[config.mk]
export PLATFORM = sky130hd
export DESIGN_NAME = alu_seq
export DESIGN_NICKNAME = d
export VERILOG_FILES = /design/src/rtl/alu_pkg.sv /design/src/rtl/alu_seq_mul.sv /design/src/rtl/alu_seq.sv
export SDC_FILE = /design/constraint.sdc
export NUM_CORES = 1
export LEC_CHECK = 0
export CORE_ASPECT_RATIO = 0.7
export CORE_UTILIZATION = 50
export CTS_BUF_LIST = sky130_fd_sc_hd__clkbuf_8
export DETAILED_ROUTE_END_ITERATION = 7
export HOLD_SLACK_MARGIN = 0.15
export PLACE_DENSITY = 0.7
export SYNTH_ARGS = -nofsm -noshare
export SYNTH_HDL_FRONTEND = slang
export SYNTH_SLANG_ARGS = --single-unit
[constraint.sdc]
create_clock -name clk -period 13.7 [get_ports clk]
set_clock_uncertainty 0.1 [all_clocks]
set_input_delay 2.055 -clock clk [delete_from_list [all_inputs] [get_ports clk]]
set_output_delay 2.055 -clock clk [all_outputs]
set_load 0.01 [all_outputs]
[src/rtl/alu_pkg.sv]
// alu_pkg: op codes, FSM state encoding and counter sizing shared by alu_seq and alu_seq_mul
package alu_pkg;
  localparam logic [2:0] OP_AND  = 3'b000;
  localparam logic [2:0] OP_OR   = 3'b001;
  localparam logic [2:0] OP_ADD  = 3'b010;
  localparam logic [2:0] OP_SUB  = 3'b011;
  localparam logic [2:0] OP_XOR  = 3'b100;
  localparam logic [2:0] OP_SLT  = 3'b101;
  localparam logic [2:0] OP_SLTU = 3'b110;
  localparam logic [2:0] OP_MUL  = 3'b111;
  typedef enum logic [1:0] {IDLE, MUL_BUSY, DONE} state_t;
  function automatic int cnt_w(input int w);
    return $clog2(w) + 1;
  endfunction
endpackage

[src/rtl/alu_seq_mul.sv]
// alu_seq_mul: iterative shift-add multiplier, one partial product per cycle, WIDTH cycles per product
// ports: clk, rst (sync, active-high), start loads a/b, done is high on the last iteration cycle
// together with the final product (combinational, so the caller registers it on that edge)
module alu_seq_mul import alu_pkg::*; #(
  parameter int WIDTH = 32
) (
  input  logic             clk,
  input  logic             rst,
  input  logic             start,
  input  logic [WIDTH-1:0] a,
  input  logic [WIDTH-1:0] b,
  output logic             done,
  output logic [WIDTH-1:0] product
);
  localparam int CW = cnt_w(WIDTH);
  logic [WIDTH-1:0] mcand, mplier, acc;
  logic [CW-1:0] cnt;
  logic busy;
  // accumulator value after the current iteration; equals the final product on the done cycle
  assign product = mplier[0] ? acc + mcand : acc;
  assign done = busy && cnt == CW'(WIDTH - 1);
  always_ff @(posedge clk)
    if (rst) begin
      busy <= 1'b0;
      cnt <= '0;
      acc <= '0;
      mcand <= '0;
      mplier <= '0;
    end else if (start) begin
      busy <= 1'b1;
      cnt <= '0;
      acc <= '0;
      mcand <= a;
      mplier <= b;
    end else if (busy) begin
      busy <= !done;
      cnt <= cnt + CW'(1);
      acc <= product;
      mcand <= mcand << 1;
      mplier <= mplier >> 1;
    end
endmodule

[src/rtl/alu_seq.sv]
// alu_seq: handshaked WIDTH-bit ALU (AND/OR/ADD/SUB/XOR/SLT/SLTU/MUL) with registered result and flags
// ports: clk, rst (sync, active-high); in_valid/in_ready accept a, b, op;
// out_valid/out_ready return result, zero, overflow, cout
module alu_seq import alu_pkg::*; #(
  parameter int WIDTH = 32
) (
  input  logic             clk,
  input  logic             rst,
  input  logic             in_valid,
  output logic             in_ready,
  input  logic [WIDTH-1:0] a,
  input  logic [WIDTH-1:0] b,
  input  logic [2:0]       op,
  output logic             out_valid,
  input  logic             out_ready,
  output logic [WIDTH-1:0] result,
  output logic             zero,
  output logic             overflow,
  output logic             cout
);
  state_t state;
  logic sub, arith, lt_s, lt_u, ov_c, co_c, mul_done;
  logic [WIDTH:0] sum;
  logic [WIDTH-1:0] bx, res_c, product;
  assign in_ready = state == IDLE;
  assign out_valid = state == DONE;
  // SUB reuses the adder as a + ~b + 1, so cout reads as "no borrow"
  always_comb begin
    sub = op == OP_SUB;
    arith = sub || op == OP_ADD;
    bx = b ^ {WIDTH{sub}};
    sum = {1'b0, a} + {1'b0, bx} + (WIDTH+1)'(sub);
    lt_s = $signed(a) < $signed(b);
    lt_u = a < b;
    res_c = op == OP_AND ? a & b :
            op == OP_OR  ? a | b :
            arith        ? sum[WIDTH-1:0] :
            op == OP_XOR ? a ^ b :
            op == OP_SLT ? WIDTH'(lt_s) : WIDTH'(lt_u);
    ov_c = arith && a[WIDTH-1] == bx[WIDTH-1] && sum[WIDTH-1] != a[WIDTH-1];
    co_c = arith && sum[WIDTH];
  end
  alu_seq_mul #(.WIDTH(WIDTH)) u_mul (
    .clk(clk),
    .rst(rst),
    .start(in_ready && in_valid && op == OP_MUL),
    .a(a),
    .b(b),
    .done(mul_done),
    .product(product)
  );
  always_ff @(posedge clk)
    if (rst) begin
      state <= IDLE;
      result <= '0;
      zero <= 1'b1;
      overflow <= 1'b0;
      cout <= 1'b0;
    end else if (state == IDLE && in_valid) begin
      state <= op == OP_MUL ? MUL_BUSY : DONE;
      if (op != OP_MUL) begin
        result <= res_c;
        zero <= ~|res_c;
        overflow <= ov_c;
        cout <= co_c;
      end
    end else if (state == MUL_BUSY && mul_done) begin
      state <= DONE;
      result <= product;
      zero <= ~|product;
      overflow <= 1'b0;
      cout <= 1'b0;
    end else if (state == DONE && out_ready)
      state <= IDLE;
endmodule
# --- After elaboration in Yosys (flattened, before gate mapping) ---
# Cells that the tools add are included.
totals:
  reg_bits: 140
  input_bits: 71
  output_inout_bits: 37
  elab_cells: 81
classes:
  n_addsub: 4
  magnitude_cmp: 2
  n_eq_ne: 13
  mux: 27
  bitwise_logic: 4
  n_reduce_logical: 21
op_table:
  columns: ["cell", "count"]
  rows:
  - ["$mux 32", 12]
  - ["$lt 32x32->1", 2]
  - ["$reduce_or 32->1", 2]
  - ["$xor 32x32->32", 2]
  - ["$add 32x32->33", 1]
  - ["$add 33x1->33", 1]
  - ["$add 32x32->32", 1]
  - ["$and 32x32->32", 1]
  - ["$or 32x32->32", 1]
  - ["$mux 1", 11]
  - ["$eq 3x3->1 const B", 3]
  - ["$logic_and 1x1->1", 8]
  - ["$mux 2", 4]
  - ["$add 6x1->6 const B", 1]
  - ["$eq 3x2->1 const B", 2]
  - ["$eq 6x5->1 const B", 1]
  - ["$reduce_bool 2->1", 2]
  - ["$eq 3x1->1 const B", 1]
  - ["$logic_not 1->1", 3]
  - ["$logic_not 3->1", 1]
  - ["$ne 3x3->1 const B", 1]
  - ["$reduce_bool 3->1", 1]
  - ["$eq 2x1->1 const B", 1]
  - ["$eq 2x2->1 const B", 1]
  - ["7 further kinds", 7]

# --- Depth between registers and ports, before layout ---
# Gate-level depths: netlist of run 1.
logic_depth:
  word_depth: 11
  depth_mapped: 20
  ltp_nobuf: 16

# --- Cells and area by module ---
# A second synthesis of run 1 with hierarchy kept.
hier_totals:
  cells_unflattened: 1730
  area_unflattened_um2: 13123.8
modules_own_cells:
  columns: ["module", "n_inst", "cells_each", "area_each_um2", "seq_area_each_um2"]
  rows:
  - ["alu_seq", 1, 959, 6841.6, 740.7]
  - ["alu_seq_mul", 1, 771, 6282.3, 2062.0]

# --- Least setup slack after synthesis of run 1 ---
# Ideal clock, no wire load.
synth_path:
  kind: "input to register"
  start: "input port op[0]"
  end: "register zero"
  setup_ps: 61
  arrival_time_ps: 6563
  required_time_ps: 13539
  path_slack_ps: 6976
  stages: 20
  n_path_buf: 6
  cell_sequence: "clkbuf_1 clkbuf_1 clkbuf_1 clkbuf_1 nand2_1 buf_1 xnor2_1 ha_1 buf_2 a21oi_4 o211a_1 nor3_1 or2_1 or4_4 a31o_1 or4b_1 nor4_1 and4_1 nand2_1 nand3_2"
synth_between:
  elab_chain_len: 11
  word_cells_on_any_way: 22
  cone_classes: "2 x add/sub; 7 x eq/ne; 7 x mux; 1 x bitwise; 5 x reduce/logical"
synth_lines:
  columns: ["item", "line_no", "source"]
  rows:
  - ["start: declaration", "alu_seq.sv:13", "input logic [2:0] op,"]
  - ["$eq 3x2->1", "alu_seq.sv:29", "sub = op == OP_SUB;"]
  - ["$xor 32x32->32", "alu_seq.sv:31", "bx = b ^ {WIDTH{sub}};"]
  - ["$add 32x32->33", "alu_seq.sv:32", "sum = {1'b0, a} + {1'b0, bx} + (WIDTH+1)'(sub);"]
  - ["$add 33x1->33", "alu_seq.sv:32", null]
  - ["$mux 32", "alu_seq.sv:37", "arith ? sum[WIDTH-1:0] :"]
  - ["$mux 32", "alu_seq.sv:36", "op == OP_OR ? a | b :"]
  - ["$mux 32", "alu_seq.sv:35", "res_c = op == OP_AND ? a & b :"]
  - ["$reduce_or 32->1", "alu_seq.sv:63", "zero <= ~|res_c;"]
  - ["$logic_not 1->1", "alu_seq.sv:63", null]
  - ["$mux 1", "alu_seq.sv:61", "if (op != OP_MUL) begin"]
  - ["$mux 1", "alu_seq.sv:59", "end else if (state == IDLE && in_valid) begin"]
  - ["end signal: assignment", "alu_seq.sv:63", null]
  - ["end signal: assignment", "alu_seq.sv:70", "zero <= ~|product;"]
  - ["end: declaration", "alu_seq.sv:17", "output logic zero,"]
# Several ways; a longest one is shown, not always the timed one. The select of a mux whose other input is x is not followed.
# A chain may end at the register's enable or synchronous reset.

# --- Final worst setup path of run 1 ---
layout_path:
  start: "input port op[1]"
  end: "register zero"
# Same word-level chain as after synthesis.

==> flow_metrics.py, run 1 <==
metrics = {
    "floorplan": {
        "num_rows": 49,
        "start_util_pct": 51.7,
        "fp.dieW_um": 198,
        "die_h_um": 139,
        "ios": 108,
        "die_area_mm2": 0.0276,
        "core_area_mm2": 0.0261,
    },
    "detailed_routing": {
        "antenna_left": 0,
        "routed_wl_mm": 44.3,
        "first_iter_violations": 1275,
        "drc_errors": 0,
        "firstDrtPassIters": 5,
        "avgRoutedWirePerCell_um": 20.5,
        "vias_per_cell": 6.20,
        "num_vias": 13400,
    },
    "timing": {
        "slew_viol_final": 0,
        "tightest_slew_ns": 1.07,
        "fin_crit_sh_pct": 52.9,
        "rsz0062_at_grt": "false",
        "finalCriticalPeriod_ns": 7.24,
        "hold_viol": 0,
        "max_slew_margin_pct": 28.7,
        "hold_slack_ns": 0.361,
        "fmax_mhz": 138,
        "final.setup.tns_ns": 0,
        "setup_viol": 0,
    },
    "synthesis": {
        "syn_area_mm2": 0.0135,
        "syn_nets": 1990,
        "synth_edf_count": 0,
        "synthCells": 1756,
        "yosysWarnings": 0,
        "synth_top_flop_cell": "dfxtp_1",
        "async_flop_share_pct": 0,
        "avgSynthCellArea_um2": 7.67,
        "ys_seq_elements": 140,
        "ys_types": 91,
        "ys_seq_area_share_pct": 20.8,
    },
    "cts": {
        "cts-root-buf": "clkbuf_8",
        "cts.sinks": 140,
        "htreeDepth": 4,
        "cts_buffers": 17,
        "clk_latency_ns": 0.48,
        "cts_hold_buf": 0,
        "postCtsSetupBuffers": 0,
        "clk_pin_slew_ns": 0.09,
        "clockBufferDepth": 2,
        "cts_tree": "built",
        "cts_resized": 0,
    },
    "run_status": {
        "outcome": "finished, final reports clean",
    },
    "grt": {
        "grt_pass1_wl_mm": 68.9,
        "grt_max_degree": 105,
        "antenna_found_initial": 0,
        "grt_pass1_vias": 12400,
        "track_usage_pct": 31.7,
        "overflow": 0,
    },
    "pwr": {
        "p_leak_uw": 0.00598,
        "power_density_mw_per_mm2": 79.4,
        "ir_worst_vdd_uv": 63.3,
        "p_seq_share_pct": 36.8,
        "power_uw": 1200,
        "p_comb_share_pct": 35.1,
        "intPower_uw": 736,
        "p_clk_share_pct": 28.1,
        "power_switching_uw": 460,
        "switching_share_pct": 38.5,
    },
    "placed_design": {
        "hpwlAfterDp_mm": 33.0,
        "place_congestion": 0.977,
        "port_buffers": 107,
    },
    "setup_path": {
        "crit_fanout": 44,
        "critPathLaunch": "op[1]",
        "worst_ep_required_time_ns": 14.02,
        "cp.arrival_ns": 7.56,
        "cp-start-kind": "input port",
        "crit_type": "input port to register",
        "end_kind": "register",
        "r2r-start": "u_mul.acc[0]",
    },
    "cells_and_area": {
        "antennaDiodeCount": 0,
        "final_util_pct": 57.8,
        "nFillCells": 2491,
        "fin_nets": 2021,
        "drive_gt1_share_pct": 4.89,
        "area_delta_synth_final_pct": 11.8,
    },
    "hold_path": {
        "hp-class": "register to register",
        "hold_start": "result[5]",
    },
    "flow_run": {
        "maxCapViolCount": 0,
    },
}
[routing by layer]
metal / global-route usage, % / share of wire [%] / routed length, µm / vias to the layer above
li1: - / - / - / 6490
met4: 8.08 / 2.2 / 991 / 0
met1: 46.3 / 48 / 21300 / 6316
met5: 0 / 0 / 0 / -
met3: 4.60 / 6.8 / 3020 / 64
met2: 48.3 / 43 / 19000 / 499
[cell families after synthesis]
group | after synthesis | synth area share, %
AND/OR/NAND/NOR | 544 | 19.2
AO/OA/AOI/OAI | 535 | 27.4
buffers and inverters | 217 | 6.21
adder cells (fa/ha/maj) | 163 | 15.3
flip-flops | 140 | 20.8
multiplexers | 97 | 7.23
XOR/XNOR | 60 | 3.90
[metrics by stage]
step / cell area, µm² / setup slack, ns / instances
finish: 15100 / 6.46 / 2157
global route: 15100 / 6.15 / 2157
CTS: 15100 / 6.58 / 2157
detailed placement: 14700 / 6.10 / 2125
global placement: 14700 / 6.22 / 2125
floorplan: 13500 / 6.98 / 1756
[final timing paths]
| path | end | slack, ns | cells after the start |
|---|---|---|---|
| setup / recovery | zero | 6.46 | 17 |
| hold / removal | result[5] | 0.36 | 2 |
| setup reg to reg | zero | 9.45 | 14 |
| hold reg to reg | result[5] | 0.36 | 2 |
[layout by cell type (no fill, tap or decap), types with 15 or more instances in the layout]
cell type        instances
a211oi_1               115
a21o_1                  25
a21oi_1                134
a22oi_1                 19
a31oi_1                 18
buf_4                   19
clkbuf_8                18
clkdlybuf4s50_1        105
dfxtp_1                138
ha_1                   161
inv_1                  105
mux2i_1                 95
nand2_1                122
nand2b_1                17
nand3_1                 39
nand4_1                 19
nor2_1                 206
nor2b_1                 15
nor3_1                  32
o211ai_1                17
o21a_1                  20
o21ai_0                 52
xnor2_1                 49
[cells in the mapped netlist (17+ instances only)]
master,number,area (µm²)
nand3_1,39,195
ha_1,161,2010
nand2_1,124,465
o21ai_0,52,260
a21o_1,25,188
o21a_1,20,150
dfxtp_1,140,2800
mux2i_1,95,951
a211oi_1,115,863
a21oi_1,134,671
nor2_1,206,773
a31oi_1,18,113
clkbuf_1,87,327
inv_1,103,387
nand4_1,19,119
nand2b_1,17,106
o211ai_1,17,128
a22oi_1,19,143
xnor2_1,49,429
nor3_1,32,160
[worst max-delay path, cell delays in order]
cell             delay (ns)
clkdlybuf4s50_1        0.46
buf_4                  0.44
and2b_4                0.41
nand2_2                0.63
xnor2_1                0.38
ha_1                   0.37
nor2b_1                0.20
o31ai_1                0.43
a21o_1                 0.24
a31oi_1                0.19
o2111ai_1              0.38
nand3_1                0.19
a2111oi_0              0.55
nor4_2                 0.14
a2111oi_4              0.30
nand2_1                0.11
nand3_2                0.06
[cell type report]
| cell class | count | area [µm²] | area share (%) |
|---|---|---|---|
| clock buffers | 18 | 248 | 1.65 |
| clock inverters | 14 | 121 | 0.806 |
| inverters | 104 | 390 | 2.59 |
| multi-input cells | 1399 | 9850 | 65.4 |
| flip-flops and latches | 140 | 2810 | 18.6 |
| well taps | 357 | 447 | 2.97 |
| repair buffers | 125 | 1200 | 7.96 |
[state kept, by name, indices dropped and copies added (netlist names)]
register,cells
overflow,1
zero,1
u_mul.mplier,32
u_mul.cnt,6
cout,1
result,32
u_mul.busy,1
u_mul.acc,32
state,2
u_mul.mcand,32
[power by group through the flow]
stage | combinational (µW) | clock (µW) | sequential (µW)
floorplan | 273 | 0 | 445
global placement | 405 | 0 | 449
detailed placement | 409 | 0 | 449
CTS | 412 | 341 | 440
global route | 455 | 362 | 442
finish | 420 | 336 | 440
Note: power is estimated with default switching activity, not from simulation.
==> run 2: changes to the inputs <==
--- a/config.mk
+++ b/config.mk
@@ -10,7 +10,7 @@
 export CTS_BUF_LIST = sky130_fd_sc_hd__clkbuf_8
 export DETAILED_ROUTE_END_ITERATION = 7
 export HOLD_SLACK_MARGIN = 0.15
-export PLACE_DENSITY = 0.7
+export PLACE_DENSITY = 0.73
 export SYNTH_ARGS = -nofsm -noshare
 export SYNTH_HDL_FRONTEND = slang
 export SYNTH_SLANG_ARGS = --single-unit
==> constraint.sdc (replaced) <==
create_clock -name clk -period 6.1 [get_ports clk]
set_clock_uncertainty 0.1 [all_clocks]
set_input_delay 0.915 -clock clk [delete_from_list [all_inputs] [get_ports clk]]
set_output_delay 0.915 -clock clk [all_outputs]
set_load 0.01 [all_outputs]
==> flow_metrics.py, run 2 (same netlist as run 1, synthesis figures left out) <==
metrics = {
    "run_status": {
        "outcome": "finished, final reports clean",
    },
    "pwr": {
        "switching_share_pct": 37.2,
        "power_switching_uw": 1060,
        "power_density_mw_per_mm2": 187,
        "p_comb_share_pct": 33.4,
        "ir_worst_vdd_uv": 145,
        "p_seq_share_pct": 34.6,
        "intPower_uw": 1790,
        "p_leak_uw": 0.00609,
        "p_clk_share_pct": 32.0,
    },
    "cts": {
        "cts_hold_buf": 0,
        "cts-root-buf": "clkbuf_8",
        "postCtsSetupBuffers": 0,
        "htreeDepth": 4,
        "cts.sinks": 140,
        "clk_pin_slew_ns": 0.09,
        "cts_tree": "built",
        "clk_latency_ns": 0.51,
        "cts_resized": 0,
        "cts_buffers": 17,
        "clockBufferDepth": 2,
    },
    "timing": {
        "finalCriticalPeriod_ns": 5.14,
        "slew_viol_final": 0,
        "fmax_mhz": 195,
        "hold_viol": 0,
        "final.setup.tns_ns": 0,
        "setup_viol": 0,
        "fin_crit_sh_pct": 84.2,
        "tightest_slew_ns": 1.06,
        "max_slew_margin_pct": 27.2,
        "rsz0062_at_grt": "false",
        "fin_ws_ns": 0.964,
    },
    "placed_design": {
        "port_buffers": 107,
        "hpwlAfterDp_mm": 33.3,
        "place_congestion": 1.00,
        "post-place-ws_ns": 0.605,
    },
    "grt": {
        "grt_pass1_vias": 12100,
        "overflow": 0,
        "grt_max_degree": 69,
        "grt_pass1_wl_mm": 68.4,
        "track_usage_pct": 31.5,
        "antenna_found_initial": 0,
    },
    "setup_path": {
        "cp.arrival_ns": 5.43,
        "crit_fanout": 15,
        "end_kind": "register",
        "crit_type": "input port to register",
        "worst_ep_required_time_ns": 6.39,
        "cp-start-kind": "input port",
    },
    "floorplan": {
        "die_area_mm2": 0.0276,
        "die_h_um": 139,
        "start_util_pct": 51.7,
        "core_area_mm2": 0.0261,
        "num_rows": 49,
        "fp.dieW_um": 198,
        "ios": 108,
    },
    "cells_and_area": {
        "nFillCells": 2444,
        "drive_gt1_share_pct": 5.63,
        "most-common-layout-cells": "nor2_1, ha_1, dfxtp_1, a21oi_1, nand2_1",
        "antennaDiodeCount": 0,
        "area.sequential_mm2": 0.00281,
        "area_delta_synth_final_pct": 13.2,
        "fin_nets": 2034,
        "multi_input_area_mm2": 0.00984,
        "mostFrequentLayoutCell": "nor2_1",
    },
    "detailed_routing": {
        "first_iter_violations": 1295,
        "antenna_left": 0,
        "routed_wl_mm": 44.6,
        "drc_errors": 0,
        "firstDrtPassIters": 7,
        "num_vias": 13600,
        "avgRoutedWirePerCell_um": 20.6,
        "vias_per_cell": 6.28,
    },
    "flow_run": {
        "maxCapViolCount": 0,
    },
    "hold_path": {
        "hp-class": "register to register",
    },
}
[run 2: cell types whose count changed in the layout (fill, tap and decap cells not counted), moves of 2 or more]
| cell | change |
|---|---|
| buf_4 | +12 |
| bufinv_16 | +3 |
| clkinvlp_4 | -3 |
| inv_1 | -2 |
| inv_8 | +2 |
[run 2: path summary, 6_finish.rpt]
check / start / endpoint / slack [ns] / cells past startpoint
worst min-delay path: result[11] / result[11] / 0.36 / 2
worst max register to register: u_mul.acc[0] / zero / 1.88 / 14
worst min register to register: result[11] / result[11] / 0.36 / 2
worst max-delay path: op[2] / zero / 0.96 / 17
[run 2: cell type report]
class	instances	area share, %
clock inverters	14	1.36
clock buffers	18	1.62
inverters	104	2.56
repair buffers	138	8.58
flip-flops and latches	140	18.4
multi-input cells	1399	64.5
well taps	357	2.93
[run 2: power by group through the flow]
stage                     clock network, µW  logic [µW]  registers (µW)
after global routing                    962        1030             992
final                                   914         954             988
after floorplan                           0         614            1000
after global placement                    0         921            1010
after detailed placement                  0         929            1010
after CTS                               919         936             987
[run 2: metrics by stage]
stage	utilization (%)	hold WS (ns)	total power (µW)	cells	instance area (µm²)
after floorplan	-	0.361	1610	1756	13500
after global placement	56.8	0.343	1930	2138	14800
after detailed placement	56.8	0.347	1940	2138	14800
after CTS	58.5	0.362	2840	2170	15300
after global routing	58.5	0.382	2980	2170	15300
final	58.5	0.358	2860	2170	15300
[run 2: critical path, stage by stage]
cell and delay [ns]:
clkdlybuf4s50_1 0.41, and2b_4 0.42, nand2_2 0.20, xnor2_1 0.28, inv_1 0.11, fa_1 0.46, nor2b_1 0.23, o31ai_1 0.13
a21o_1 0.22, a31oi_1 0.35, o2111ai_1 0.26, and3_1 0.26, a311oi_1 0.65, nor4_1 0.16, and4_1 0.24, nand2_1 0.07
nand3_2 0.06
[run 2: layer usage]
metal	up-vias	GRT usage (%)	share of wire [%]
met5	-	0	0
met4	0	8.40	2.3
met3	74	5.09	8.1
met2	582	46.8	43
met1	6452	46.5	47
li1	6515	-	-
==> run 3: changes to the inputs <==
--- a/config.mk
+++ b/config.mk
@@ -10,7 +10,7 @@
 export CTS_BUF_LIST = sky130_fd_sc_hd__clkbuf_8
 export DETAILED_ROUTE_END_ITERATION = 7
 export HOLD_SLACK_MARGIN = 0.15
-export PLACE_DENSITY = 0.73
+export PLACE_DENSITY = 0.7
 export SYNTH_ARGS = -nofsm -noshare
 export SYNTH_HDL_FRONTEND = slang
 export SYNTH_SLANG_ARGS = --single-unit
==> constraint.sdc (replaced) <==
create_clock -name clk -period 5.3 [get_ports clk]
set_clock_uncertainty 0.1 [all_clocks]
set_input_delay 0.795 -clock clk [delete_from_list [all_inputs] [get_ports clk]]
set_output_delay 0.795 -clock clk [all_outputs]
set_load 0.01 [all_outputs]
==> flow_metrics.py, run 3 (same netlist as run 1, synthesis figures left out) <==
metrics = {
    "run_status": {
        "outcome": "finished, final reports clean",
    },
    "timing": {
        "finalCriticalPeriod_ns": 4.67,
        "hold_slack_ns": 0.357,
        "rsz0062_at_grt": "false",
        "fmax_mhz": 214,
        "tightest_slew_ns": 1.06,
        "slew_viol_final": 0,
        "final.setup.tns_ns": 0,
        "max_slew_margin_pct": 29.1,
        "hold_viol": 0,
        "fin_ws_ns": 0.631,
        "fin_crit_sh_pct": 88.1,
        "setup_viol": 0,
    },
    "detailed_routing": {
        "antenna_left": 0,
        "vias_per_cell": 6.24,
        "firstDrtPassIters": 5,
        "num_vias": 13700,
        "drc_errors": 0,
        "avgRoutedWirePerCell_um": 21.0,
        "first_iter_violations": 1211,
        "routed_wl_mm": 46.2,
    },
    "cells_and_area": {
        "most-common-layout-cells": "nor2_1, ha_1, dfxtp_1, a21oi_1, nand2_1",
        "nFillCells": 2430,
        "area_delta_synth_final_pct": 15.0,
        "fin_nets": 2067,
        "finalInstanceArea_mm2": 0.0155,
        "mostFrequentLayoutCell": "nor2_1",
        "antennaDiodeCount": 0,
        "drive_gt1_share_pct": 7.31,
    },
    "floorplan": {
        "fp.dieW_um": 198,
        "core_area_mm2": 0.0261,
        "ios": 108,
        "start_util_pct": 51.7,
        "die_area_mm2": 0.0276,
        "num_rows": 49,
        "die_h_um": 139,
    },
    "cts": {
        "clk_latency_ns": 0.50,
        "cts.sinks": 140,
        "htreeDepth": 4,
        "postCtsSetupBuffers": 0,
        "clk_pin_slew_ns": 0.09,
        "cts_buffers": 17,
        "cts_tree": "built",
        "cts_hold_buf": 0,
        "clockBufferDepth": 2,
        "cts-root-buf": "clkbuf_8",
        "cts_resized": 0,
    },
    "grt": {
        "track_usage_pct": 33.2,
        "grt_pass1_vias": 12600,
        "antenna_found_initial": 0,
        "overflow": 0,
        "grt_max_degree": 129,
        "grt_pass1_wl_mm": 71.3,
    },
    "setup_path": {
        "r2r-start": "u_mul.acc[0]",
        "regToRegSetupSlack_ns": 0.99,
        "critPathLaunch": "op[2]",
        "crit_fanout": 10,
        "worst_ep_required_time_ns": 5.63,
        "end_kind": "register",
        "cp-start-kind": "input port",
        "cp.arrival_ns": 5.00,
        "crit_type": "input port to register",
    },
    "flow_run": {
        "maxCapViolCount": 0,
    },
    "placed_design": {
        "hpwlAfterDp_mm": 34.6,
        "port_buffers": 107,
        "place_congestion": 0.988,
        "post-place-ws_ns": 0.228,
        "place_area_mm2": 0.0150,
    },
    "pwr": {
        "power_uw": 3320,
        "ir_worst_vdd_uv": 159,
        "power_density_mw_per_mm2": 214,
        "p_leak_uw": 0.00626,
    },
    "hold_path": {
        "hold_start": "result[12]",
        "hp-class": "register to register",
    },
}
## run 3: cell count changes in the layout (fill, tap and decap cells not counted)
cell,change
buf_4,+33
clkinv_2,+1
clkinv_4,-1
clkinvlp_4,-1
inv_6,+1
## run 3: report_power, final
| part | total, µW | internal (µW) | leakage, µW | switching, µW |
|---|---|---|---|---|
| combinational | 1140 | 456 | 0.00489 | 684 |
| sequential | 1130 | 1090 | 0.00114 | 38.3 |
| clock | 1050 | 537 | 0.000232 | 509 |
| total | 3320 | 2090 | 0.00626 | 1230 |
## run 3: routing by layer
layer	global-route usage (%)	part of all wire, %	up-vias	wire length, µm
li1	-	-	6580	-
met1	47.5	46	6531	21400
met2	49.0	42	556	19600
met3	7.63	8.7	72	4020
met4	9.67	2.6	0	1200
met5	0	0	-	0
## run 3: path summary, 6_finish.rpt
check / endpoint / depth (start not counted)
worst min-delay path: result[12] / 2
worst max register to register: zero / 14
worst max-delay path: zero / 17
worst min register to register: result[12] / 2
## run 3: area by class of cell
type                    count  area (µm²)  share of cell area, %
well taps                 357         447                   2.88
multi-input cells        1399        9840                   63.5
repair buffers            171        1560                   10.0
inverters                 104         390                   2.52
flip-flops and latches    140        2810                   18.1
clock inverters            14         205                   1.32
clock buffers              18         248                   1.60
## run 3: worst max-delay path: stages
cell,delay [ns]
clkdlybuf4s50_1,0.41
and2b_4,0.26
nand2_2,0.18
buf_4,0.23
xnor2_1,0.12
ha_1,0.29
nor2b_1,0.16
o31ai_1,0.44
a2111oi_0,0.22
a211oi_1,0.43
nand3_1,0.13
nor4_1,0.37
o2111ai_2,0.27
nor4_1,0.31
and4_1,0.24
nand2_1,0.08
nand3_2,0.07
## run 3: through the flow
stage	util (%)	cells
after global placement	57.7	2171
after global routing	59.5	2203
after detailed placement	57.7	2171
after CTS	59.5	2203
after floorplan	-	1756
final	59.5	2203
